--- config.mk ---
export PLATFORM = sky130hd
export DESIGN_NAME = ldpc_3gpp_dec_buffer_ctrl
export DESIGN_NICKNAME = d
export VERILOG_FILES = /design/src/rtl/ldpc_3gpp_dec_buffer_ctrl.sv
export SDC_FILE = /design/constraint.sdc
export NUM_CORES = 1
export LEC_CHECK = 0
export CORE_MARGIN = 4
export CORE_UTILIZATION = 40
export DETAILED_ROUTE_END_ITERATION = 16
export DONT_BUFFER_PORTS = 1
export MAX_ROUTING_LAYER = met4
export PLACE_DENSITY = 0.62
export SYNTH_ARGS = -nofsm -noshare
export SYNTH_HDL_FRONTEND = slang
export SYNTH_SLANG_ARGS = --single-unit
--- constraint.sdc ---
create_clock -name iclk -period 2.3 [get_ports iclk]
set_input_delay 0.23 -clock iclk [delete_from_list [all_inputs] [get_ports iclk]]
set_output_delay 0.23 -clock iclk [all_outputs]
set_load 0.005 [all_outputs]
--- src/rtl/ldpc_3gpp_dec_buffer_ctrl.sv ---
`default_nettype none
//------------------------------------------------------------------------------
// Module      : ldpc_3gpp_dec_buffer_ctrl
// Description : Bank-state controller for the multi-bank input LLR buffer.
//               Tracks bank occupancy between the input-source stage (writer)
//               and the decoder engine (reader), hands out write/read bank
//               indexes, keeps one code context per bank and produces the
//               registered empty/full status flags.
// Revision    : 1.0 - initial release
//------------------------------------------------------------------------------
module ldpc_3gpp_dec_buffer_ctrl #(
    parameter int pBNUM_W = 1,
    parameter int pCTX_W  = 32
) (
    input  logic                iclk,
    input  logic                ireset,
    input  logic                iclkena,
    input  logic                iwfull,
    input  logic [pCTX_W-1:0]   iwctx,
    input  logic                irempty,
    output logic [pBNUM_W-1:0]  owbank,
    output logic [pBNUM_W-1:0]  orbank,
    output logic                orval,
    output logic [pCTX_W-1:0]   orctx,
    output logic                oempty,
    output logic                oemptya,
    output logic                ofull,
    output logic                ofulla,
    output logic                oovf,
    output logic                ounf
);

    localparam int             c_NB       = 1 << pBNUM_W;
    localparam logic [pBNUM_W:0] c_NB_CNT   = (pBNUM_W+1)'(c_NB);
    localparam logic [pBNUM_W:0] c_NBM1_CNT = (pBNUM_W+1)'(c_NB - 1);
    localparam logic [pBNUM_W:0] c_ONE_CNT  = (pBNUM_W+1)'(1);

    logic [pBNUM_W-1:0] r_wptr;
    logic [pBNUM_W-1:0] r_rptr;
    logic [pBNUM_W:0]   r_cnt;
    logic [pCTX_W-1:0]  r_ctx_mem [c_NB];

    logic               r_empty;
    logic               r_emptya;
    logic               r_full;
    logic               r_fulla;
    logic               r_ovf;
    logic               r_unf;

    logic               w_wr;
    logic               w_rd;
    logic [pBNUM_W:0]   w_cnt_nxt;

    // Accepted events: a pulse is dropped when its side is saturated
    assign w_wr = iclkena & iwfull  & ~r_full;
    assign w_rd = iclkena & irempty & ~r_empty;

    // Next occupancy; simultaneous write and release cancel out
    always_comb begin
        w_cnt_nxt = r_cnt;
        if (w_wr && !w_rd) begin
            w_cnt_nxt = r_cnt + c_ONE_CNT;
        end else if (w_rd && !w_wr) begin
            w_cnt_nxt = r_cnt - c_ONE_CNT;
        end
    end

    // Pointers, occupancy, flags (from next count) and sticky error bits
    always_ff @(posedge iclk) begin
        if (!ireset) begin
            r_wptr   <= '0;
            r_rptr   <= '0;
            r_cnt    <= '0;
            r_empty  <= 1'b1;
            r_emptya <= 1'b1;
            r_full   <= 1'b0;
            r_fulla  <= 1'b0;
            r_ovf    <= 1'b0;
            r_unf    <= 1'b0;
        end else if (iclkena) begin
            if (w_wr) begin
                r_wptr <= r_wptr + 1'b1;
            end
            if (w_rd) begin
                r_rptr <= r_rptr + 1'b1;
            end
            r_cnt    <= w_cnt_nxt;
            r_empty  <= (w_cnt_nxt == '0);
            r_emptya <= (w_cnt_nxt <= c_ONE_CNT);
            r_full   <= (w_cnt_nxt == c_NB_CNT);
            r_fulla  <= (w_cnt_nxt >= c_NBM1_CNT);
            if (iwfull && r_full) begin
                r_ovf <= 1'b1;
            end
            if (irempty && r_empty) begin
                r_unf <= 1'b1;
            end
        end
    end

    // Context storage; contents are meaningless until a bank is written
    always_ff @(posedge iclk) begin
        if (ireset && w_wr) begin
            r_ctx_mem[r_wptr] <= iwctx;
        end
    end

    assign owbank  = r_wptr;
    assign orbank  = r_rptr;
    assign orctx   = r_ctx_mem[r_rptr];
    assign orval   = ~r_empty;
    assign oempty  = r_empty;
    assign oemptya = r_emptya;
    assign ofull   = r_full;
    assign ofulla  = r_fulla;
    assign oovf    = r_ovf;
    assign ounf    = r_unf;

endmodule
`default_nettype wire

== After elaboration in Yosys (flattened, before gate mapping) ==
Memory sizes are Yosys's and may differ from the RTL's. A register that Yosys moved wholly into a read port is not among the register bits.
Cells that the tools add are included.
Word-level totals
  register bits: 10
  memory bits (writable): 64
  output and inout port bits: 41
  logic and storage cells: 41
  memories kept: 1
Cells by class
  $add $sub $neg: 4
  $lt $le $gt $ge: 2
  equal/unequal tests: 1
  multiplexer cells: 6
  bitwise logic cells: 6
  reduce and logical (&&, ||, !) cells: 12
Memory list
  r_ctx_mem: words 2, bits a word 32, rd ports 1, clocked after memory_dff 1, wr ports 1, RTL line 41  | logic [pCTX_W-1:0] r_ctx_mem [c_NB];
Operators by type and width (count)
  $reduce_and A2 Y1: 4
  $logic_and A1 B1 Y1: 5
  $and A1 B1 Y1: 4
  $mux W1: 4
  $mux W2: 2
  $add A1 B1 Y1 const B: 2
  $add A2 B1 Y2 const B: 1
  $eq A2 B2 Y1 const B: 1
  $ge A2 B1 Y1 const B: 1
  $le A2 B1 Y1 const B: 1
  $logic_not A1 Y1: 2
  $logic_not A2 Y1: 1
  $not A1 Y1: 2
  $sub A2 B1 Y2 const B: 1

== Logic depth before layout (Yosys ltp) ==
Gate-level depths: netlist of run 1.
  word-level depth: 7
  depth in mapped cells: 5
  mapped depth without buffers: 4

== Least setup slack after synthesis of run 1 ==
No wires, ideal clock.
  path type: register to register
  start point: register r_full, in the netlist ofull
  end point: memory r_ctx_mem[0][0] (enable)
  setup time: 0.421 ns
  data arrival time: 2.029 ns
  required time: 1.879 ns
  slack: -0.150 ns
  stages on the path, launching flop included: 5
  clock period less this slack: 2.450 ns
  path through: dfxtp_1 -> nor2b_2 -> buf_6 -> nand3_1 -> nor2_1
Between the ends
  word-level cells in the longest chain between the ends: 5
RTL lines
  start, declared: RTL line 45  | logic r_full;
  start signal, assigned: RTL line 90  | r_full <= (w_cnt_nxt == c_NB_CNT);
  $not A1 Y1: RTL line 55  | assign w_wr = iclkena & iwfull & ~r_full;
  $and A1 B1 Y1: RTL line 55
  $logic_and A1 B1 Y1: RTL line 103  | if (ireset && w_wr) begin
  $mux W1: RTL line 103
  $mux W1 (implied by the code): RTL line 104  | r_ctx_mem[r_wptr] <= iwctx;
  end, declared: RTL line 41
Every way passes these cells.

== Final worst setup path of run 1 ==
  start point: register r_full, in the netlist ofull
  end point: memory r_ctx_mem[0][1] (enable)
Same word-level chain as after synthesis.

==> impl_metrics.csv, run 1 <==
group,metric,value,unit
status,status,"finished, final reports clean",
logic_synthesis,synth_largest_area_cell,"edfxtp_1",
floorplan,coreArea,6910,um^2
logic_synthesis,synth_cell_types,33,
timing,clock_skew,0.00476,ns
logic_synthesis,yosys_warnings,0,
logic_synthesis,synth_async_sr_flop_share,0,%
setup_path,cp_slowest_cell,"buf_4",
clock_tree,clk_path_buf_depth,2,
setup_path,end_kind,"register",
logic_synthesis,ys.flop_type,"edfxtp_1",
final_layout,final_common_cell,"edfxtp_1",
timing,timing.final.ws_setup,0.493,ns
placement,dp_cells,263,
logic_synthesis,synth.top_cell.area_share,66.1,%
global_route,grt_overflow,0,
placement,finalWeightedCongestion,0.764,
final_layout,stdcell_count,313,
setup_path,crit_chain,"nor2b_2 -> nand3_1 -> nor2_4 -> buf_4",
floorplan,initial_core_util,42.1,%
clock_tree,postCtsSetupRepairBufs,0,
global_route,grt_use_total,12.8,%
placement,pre_cts_slack,0.488,ns
setup_path,cp.required,2.30,ns
logic_synthesis,ys_seq_elements,75,
logic_synthesis,synthSimpleGateAreaFrac,5.73,%
final_layout,layout-drive-gt1-share,25.3,%
final_layout,fin_util,51.9,%
floorplan,dieArea,8690,um^2
route,dr.pass1.iters,4,
final_layout,final_cell_mix,"edfxtp_1 (64), dlygate4sd3_1 (34), mux2_2 (30), dfxtp_1 (11), clkbuf_8 (9)",
power,total_power,2.94,mW
logic_synthesis,yosys-mux-area-fraction,12.7,%
timing,rsz0062_at_grt,"no",
setup_path,worst-path-buf-inv,1,
logic_synthesis,synth_xor_area_share,1.21,%
setup_path,critical_path_class,"register to register",
run,max_cap_viol_count,0,
clock_tree,cts.sinks,75,
global_route,antenna_found_initial,0,
placement,dp_hpwl,3380,um
timing,fmax,0.553,GHz
hold_path,hp-class,"input port to register",
power,leakagePower,1.20,nW
timing,maxSlewViolCount,0,
timing,timing.final.crit_share,78.6,%
placement,portBuffers,0,
global_route,grt_pass1_vias,1620,
timing,finalHoldViolCount,0,
timing,max_slew_margin,70.6,%
logic_synthesis,synth_fp_nets,209,
clock_tree,clk_pin_slew,0.08,ns
timing,tightest_slew,0.441,ns
power,peakVddDrop,0.391,mV
clock_tree,cts_resized,0,
setup_path,crit_path_start_kind,"register",
setup_path,slowest_delay,0.40,ns
logic_synthesis,synth_top_family_by_area,"multiplexers",
logic_synthesis,syn_area_per_cell,16.9,um^2
logic_synthesis,syn_area,2910,um^2
route,viasPerCell,5.00,
final_layout,synthToLayoutAreaGrowth,23.4,%
setup_path,arrival,1.80,ns
final_layout,fin_nets,249,
timing,fin_crit,1.81,ns
logic_synthesis,synth_edf_count,64,
clock_tree,clock_latency,0.34,ns
clock_tree,htreeDepth,3,
floorplan,ios,78,
clock_tree,numCtsBuffers,9,
route,routedWlPerCell,17.0,um
logic_synthesis,synth_compound_area_share,3.45,%
logic_synthesis,synth_seq_area_share,73.7,%
clock_tree,cts-root-buf,"clkbuf_8",
power,power_density,819,nW/um^2
setup_path,crit_family,"simple AND/OR/NAND/NOR gates",
logic_synthesis,synth.top_cells.by_area,"edfxtp_1 (66%), mux2_2 (12%), dfxtp_1 (7.6%)",
global_route,grt_pass1_wl,7980,um
route,drt_iter0_drc,54,
floorplan,die_width,93.2,um
clock_tree,hold_buffers,33,
logic_synthesis,syn_inst,172,
clock_tree,cts_tree,"yes",
route,wl,5340,um
route,dr_total_vias,1566,
global_route,grt_start_max_net_pins,33,
timing,setup_violations,0,
logic_synthesis,synthAdderAreaFrac,0,%
route,drc_errors,0,
floorplan,die_h,93.2,um
floorplan,rows,30,
final_layout,antenna_cells,0,
setup_path,cp_max_fo,32,
route,drtAntennaViolNets,0,
final_layout,fillers,590,
## flip-flops by register name, indices dropped and copies added (netlist names), named ones only
register   flops
r_cnt          2
ounf           1
oempty         1
orbank         1
oemptya        1
r_ctx_mem     64
ofull          1
owbank         1
ofulla         1
oovf           1
## layer usage
layer	GRT usage, %	up-vias	routed length [um]
li1	-	735	-
met1	12.7	758	2010
met5	-	-	0
met4	6.23	0	90
met3	6.11	7	482
met2	21.1	66	2760
## report_power, final
part | total [mW] | switching (mW) | internal (mW) | leakage [nW]
combinational | 0.176 | 0.0838 | 0.0925 | 0.404
clock | 1.22 | 0.493 | 0.730 | 0.120
sequential | 1.54 | 0.0240 | 1.51 | 0.671
## worst paths after layout
check | start | endpoint | slack (ns) | cells past startpoint
setup / recovery | ofull$_SDFFE_PN0P_ | r_ctx_mem[0][1]$_DFFE_PP_ | 0.49 | 4
hold reg to reg | ounf$_SDFFE_PN0P_ | ounf$_SDFFE_PN0P_ | 0.52 | 2
setup reg to reg | ofull$_SDFFE_PN0P_ | r_ctx_mem[0][1]$_DFFE_PP_ | 0.49 | 4
hold / removal | ireset | ofull$_SDFFE_PN0P_ | 0.02 | 2
## Yosys cell counts (all sizes together), types with 2 or more instances
cell	instances
buf	7
mux2	32
nand2b	3
nand3	2
inv	5
nand2	2
nor2	9
xnor2	3
nor3	3
or3	3
a31oi	3
a21oi	4
and3	2
dfxtp	11
o21ai	5
edfxtp	64
nor3b	2
## logic make-up (layout without fill, tap and decap cells)
kind of cell	Yosys count	after routing
muxes	33	33
buffers and inverters	14	59
DFF	75	75
and+or+nand+nor	30	30
xor gates and xnor gates	4	4
AOI/OAI and AO/OA	16	16
## cell type report
| type | instances | area (um^2) | area share (%) |
|---|---|---|---|
| multi-input combinational | 83 | 687 | 19.2 |
| timing repair buffer | 38 | 370 | 10.3 |
| tap | 96 | 120 | 3.35 |
| clock inverter | 7 | 124 | 3.45 |
| sequential | 75 | 2140 | 59.7 |
| clock buffer | 9 | 124 | 3.45 |
| inverter | 5 | 18.8 | 0.523 |
## per-stage QoR
stage	hold slack (ns)	TNS, ns	cell area (um^2)
after global routing	0.0167	0	3590
after floorplan	0.329	-9.62	2910
after CTS	0.00542	0	3580
final	0.0233	0	3590
after detailed placement	0.329	0	3000
after global placement	0.329	0	3000
No activity file was read; power rests on OpenSTA's default activity.
==> run 2: changes to the inputs <==
PLACE_DENSITY = 0.6   (was 0.62)
clock period = 1.85 ns   (was 2.3 ns; I/O delays follow)
==> run 2 against run 1 <==
Net effect:
- sequential power is 24% higher
- final cell count is 0.32% lower
- via count fell by 2.1%
- worst setup slack worse by 0.29 ns
- flip-flop and latch count is the same
- non-clock buffer count down 1
- total power rose by 13%
- utilization decreased by 0.58 points
==> impl_metrics.csv, run 2 (same netlist as run 1, synthesis figures left out) <==
group,metric,value,unit
clock_tree,cts-root-buf,"clkbuf_8",
final_layout,fin_util,51.3,%
timing,finalHoldViolCount,0,
global_route,grt_pass1_wl,8000,um
setup_path,arrival,1.68,ns
timing,maxSlewViolCount,0,
setup_path,cp_max_fo,32,
setup_path,end_kind,"register",
clock_tree,hold_buffers,34,
route,dr_total_vias,1533,
placement,finalWeightedCongestion,0.753,
global_route,grt_use_total,13.0,%
power,power_density,938,nW/um^2
global_route,grt_pass1_vias,1572,
clock_tree,cts_tree,"yes",
placement,post_dp_cell_area,3020,um^2
clock_tree,numCtsBuffers,9,
clock_tree,clk_pin_slew,0.08,ns
setup_path,rr_endpoint,"r_ctx_mem[0][30]$_DFFE_PP_",
setup_path,reg2reg_depth,4,
clock_tree,cts.sinks,75,
final_layout,fin_nets,248,
timing,fmax,0.608,GHz
final_layout,largest_reg_flops,64,
final_layout,reg.largest.list,"r_ctx_mem x64, r_cnt x2",
clock_tree,htreeDepth,3,
route,routedWlPerCell,17.3,um
hold_path,min_from,"irempty",
setup_path,cp.required,1.88,ns
placement,portBuffers,0,
hold_path,holdPathStages,2,
power,leakagePower,1.17,nW
final_layout,stdcell_count,312,
global_route,antenna_found_initial,0,
floorplan,ios,78,
route,drtAntennaViolNets,0,
timing,timing.final.crit_share,88.9,%
clock_tree,clk_path_buf_depth,2,
final_layout,regMostFlops,"r_ctx_mem",
final_layout,design_area,3550,um^2
final_layout,antenna_cells,0,
timing,rsz0062_at_grt,"no",
power,peakVddDrop,0.438,mV
power,total_power,3.33,mW
floorplan,initial_core_util,42.1,%
global_route,grt_start_max_net_pins,33,
hold_path,hold_end,"ounf$_SDFFE_PN0P_",
floorplan,dieArea,8690,um^2
clock_tree,cts_resized,0,
placement,dp_cells,262,
floorplan,die_width,93.2,um
floorplan,rows,30,
timing,setup_violations,0,
route,viasPerCell,4.91,
timing,clock_skew,0.00752,ns
clock_tree,postCtsSetupRepairBufs,0,
floorplan,coreArea,6910,um^2
floorplan,die_h,93.2,um
global_route,grt_overflow,0,
route,drc_errors,0,
final_layout,final_cell_mix,"edfxtp_1 (64), dlygate4sd3_1 (34), mux2_2 (30), dfxtp_1 (11), clkbuf_8 (9)",
placement,dp_hpwl,3510,um
route,drt_iter0_drc,35,
setup_path,crit_path_start_kind,"register",
status,status,"finished, final reports clean",
final_layout,synthToLayoutAreaGrowth,22.0,%
timing,max_slew_margin,72.3,%
timing,tightest_slew,0.415,ns
setup_path,critical_path_class,"register to register",
final_layout,layout-drive-gt1-share,25.0,%
timing,fin_crit,1.64,ns
run,max_cap_viol_count,0,
final_layout,final_common_cell,"edfxtp_1",
hold_path,hp-class,"input port to register",
route,wl,5410,um
clock_tree,clock_latency,0.34,ns
setup_path,r2r-start,"ofull$_SDFFE_PN0P_",
setup_path,reg2reg_slack,0.21,ns
route,dr.pass1.iters,4,
## run 2: changes by cell type in the layout (fill, tap and decap cells not counted)
cell	change
clkinv_4	-1
inv_6	-1
buf_4	-3
buf_12	+2
clkinv_2	+4
bufinv_16	-2
## run 2: worst max-delay path, cell delays in order, from the launching register on
cell	delay [ns]
dfxtp_1	0.36
nor2b_2	0.33
nand3_1	0.26
nor2_4	0.17
buf_12	0.22
## run 2: how the worst max path moves through the flow
stage	start	endpoint	cells past startpoint
finish	ofull$_SDFFE_PN0P_	r_ctx_mem[0][30]$_DFFE_PP_	4
global route	ofull$_SDFFE_PN0P_	r_ctx_mem[0][16]$_DFFE_PP_	4
CTS	register	orctx[9]	2
detailed placement	ofull$_SDFFE_PN0P_	r_ctx_mem[1][13]$_DFFE_PP_	4
global placement	ofull$_SDFFE_PN0P_	r_ctx_mem[1][29]$_DFFE_PP_	4
floorplan	ofull$_SDFFE_PN0P_	r_ctx_mem[0][0]$_DFFE_PP_	4
## run 2: area by class of cell
cell class	instances	area (um^2)
clock buffers	9	124
clock inverters	7	66.3
fillers	572	3360
inverters	5	18.8
multi-input cells	83	687
flip-flops and latches	75	2140
well taps	96	120
repair buffers	37	388
## run 2: power by group
part	switching (mW)	internal (mW)	leakage, nW
combinational	0.109	0.118	0.404
sequential	0.0304	1.88	0.671
clock	0.569	0.617	0.0992
## run 2: metal layers
metal	part of all wire, %	GRT usage (%)	up-vias
li1	-	-	726
met1	39	13.2	738
met2	53	21.7	61
met3	7.0	6.03	8
met4	1.4	5.13	0
met5	0	-	-
## run 2: stage by stage
step / setup slack [ns] / hold slack (ns) / setup TNS, ns
after floorplan: -0.101 / 0.284 / -6.46
after global placement: 0.296 / 0.284 / 0
after detailed placement: 0.213 / 0.284 / 0
after CTS: 0.185 / 0.00477 / 0
after global routing: 0.116 / 0.0117 / 0
final: 0.206 / 0.0213 / 0
==> run 3: changes to the inputs <==
REMOVE_ABC_BUFFERS = 1   (was not set)
==> run 3 against run 2 <==
Net effect:
- critical endpoint is now r_ctx_mem[0][23]$_DFFE_PP_
- hold slack better by 0.0049 ns
- largest cell class unchanged
- die area stayed put
- first-iteration DRC count increased by 26%
- combinational power is essentially flat
- utilization is 0.22 points higher
==> impl_metrics.csv, run 3 (same netlist as run 1, synthesis figures left out) <==
group,metric,value,unit
final_layout,regMostFlops,"r_ctx_mem",
setup_path,crit_family,"simple AND/OR/NAND/NOR gates",
route,drc_errors,0,
timing,fmax,0.611,GHz
setup_path,cp_slowest_cell,"dfxtp_1",
route,drt_iter0_drc,44,
timing,rsz0062_at_grt,"no",
floorplan,die_h,93.2,um
power,switching_power,0.675,mW
floorplan,initial_core_util,42.1,%
setup_path,worst-path-buf-inv,1,
clock_tree,clk_pin_slew,0.07,ns
final_layout,final_common_cell,"edfxtp_1",
timing,timing.final.ws_setup,0.214,ns
floorplan,die_width,93.2,um
final_layout,reg.largest.list,"r_ctx_mem x64, r_cnt x2",
power,p_int,2.74,mW
placement,pre_cts_slack,0.207,ns
route,dr.pass1.iters,4,
setup_path,critical_path_class,"register to register",
setup_path,crit_path_start_kind,"register",
route,dr_total_vias,1558,
power,power_density,960,nW/um^2
power,power_frac_seq,56.0,%
setup_path,crit_chain,"nor2b_2 -> nand3_1 -> nor2_4 -> buf_12",
setup_path,arrival,1.66,ns
power,peakVddDrop,0.492,mV
timing,fin_crit,1.64,ns
floorplan,rows,30,
placement,finalWeightedCongestion,0.723,
status,status,"finished, final reports clean",
floorplan,coreArea,6910,um^2
setup_path,end_kind,"register",
global_route,grt_pass1_vias,1678,
clock_tree,cts.sinks,75,
floorplan,ios,78,
final_layout,layout-drive-gt1-share,24.2,%
final_layout,largest_reg_flops,64,
final_layout,final_cell_mix,"edfxtp_1 (64), dlygate4sd3_1 (34), mux2_2 (30), dfxtp_1 (11), clkbuf_8 (9)",
timing,tightest_slew,0.403,ns
final_layout,multiInputGateArea,687,um^2
clock_tree,htreeDepth,3,
clock_tree,cts-root-buf,"clkbuf_8",
global_route,grt_start_max_net_pins,33,
timing,max_slew_margin,72.4,%
hold_path,hp-class,"input port to register",
route,wl,5250,um
timing,setup_violations,0,
final_layout,antenna_cells,0,
power,leakagePower,1.18,nW
timing,finalHoldViolCount,0,
clock_tree,numCtsBuffers,9,
power,sw_frac_of_total,19.8,%
clock_tree,clk_path_buf_depth,2,
run,max_cap_viol_count,0,
global_route,grt_overflow,0,
placement,post_dp_cell_area,3020,um^2
setup_path,cp.required,1.87,ns
placement,portBuffers,0,
final_layout,fillers,593,
route,viasPerCell,5.01,
route,drtAntennaViolNets,0,
setup_path,cp_max_fo,32,
final_layout,fin_util,51.6,%
route,routedWlPerCell,16.9,um
global_route,antenna_found_initial,0,
clock_tree,cts_tree,"yes",
final_layout,design_area,3560,um^2
power,p_comb_share,6.6,%
timing,timing.final.crit_share,88.5,%
clock_tree,clock_latency,0.33,ns
power,p_clk_share,37.4,%
global_route,grt_pass1_wl,8270,um
clock_tree,postCtsSetupRepairBufs,0,
final_layout,fin_nets,248,
placement,dp_hpwl,3320,um
floorplan,dieArea,8690,um^2
final_layout,synthToLayoutAreaGrowth,22.6,%
setup_path,slowest_delay,0.36,ns
final_layout,seq_area,2140,um^2
timing,clock_skew,0.00893,ns
timing,maxSlewViolCount,0,
global_route,grt_use_total,12.9,%
run 3: area by class of cell:
type / instances / area share [%]
sequential: 75 / 60.2
tap: 96 / 3.37
timing repair buffer: 37 / 10.9
multi-input combinational: 83 / 19.3
clock inverter: 6 / 2.28
inverter: 5 / 0.527
clock buffer: 9 / 3.48
run 3: per-stage QoR:
stage	setup TNS, ns	std cells	total power, mW	hold slack, ns
finish	0	311	3.42	0.0261
global route	0	311	3.56	0.00119
CTS	0	311	3.46	0.00865
detailed placement	0	262	2.11	0.284
global placement	0	262	2.10	0.284
floorplan	-41.93	163	2.06	0.284
run 3: routing by layer:
layer  up-vias  global-route usage (%)  wire length (um)
li1        730                       -                 -
met4         0                    6.23                73
met1       756                    13.7              2060
met5         -                       -                 0
met3         9                    5.07               366
met2        63                    21.1              2750
run 3: power groups by stage:
stage | clock network, mW | registers [mW] | logic (mW)
6_report | 1.28 | 1.91 | 0.226
5_1_grt | 1.39 | 1.92 | 0.248
4_1_cts | 1.32 | 1.91 | 0.229
3_5_place_dp | 0 | 1.95 | 0.158
3_3_place_gp | 0 | 1.95 | 0.151
2_1_floorplan | 0 | 1.95 | 0.112
run 3: path summary, 6_finish.rpt:
path | from | endpoint | slack, ns | cells after the start
setup reg to reg | ofull$_SDFFE_PN0P_ | r_ctx_mem[0][23]$_DFFE_PP_ | 0.21 | 4
hold reg to reg | oovf$_SDFFE_PN0P_ | oovf$_SDFFE_PN0P_ | 0.51 | 2
hold / removal | iwfull | oovf$_SDFFE_PN0P_ | 0.03 | 2
setup / recovery | ofull$_SDFFE_PN0P_ | r_ctx_mem[0][23]$_DFFE_PP_ | 0.21 | 4
run 3: what timing repair did:
item | CTS | global route
hold buffers | 34 | 0
resized for setup | 0 | 0
endpoints found under the hold margin | 68 | 0
run 3: worst reg2reg max path, stage by stage, from the launching register on:
cell and delay [ns]:
dfxtp_1 0.36, nor2b_2 0.34, nand3_1 0.25, nor2_4 0.16
buf_12 0.22
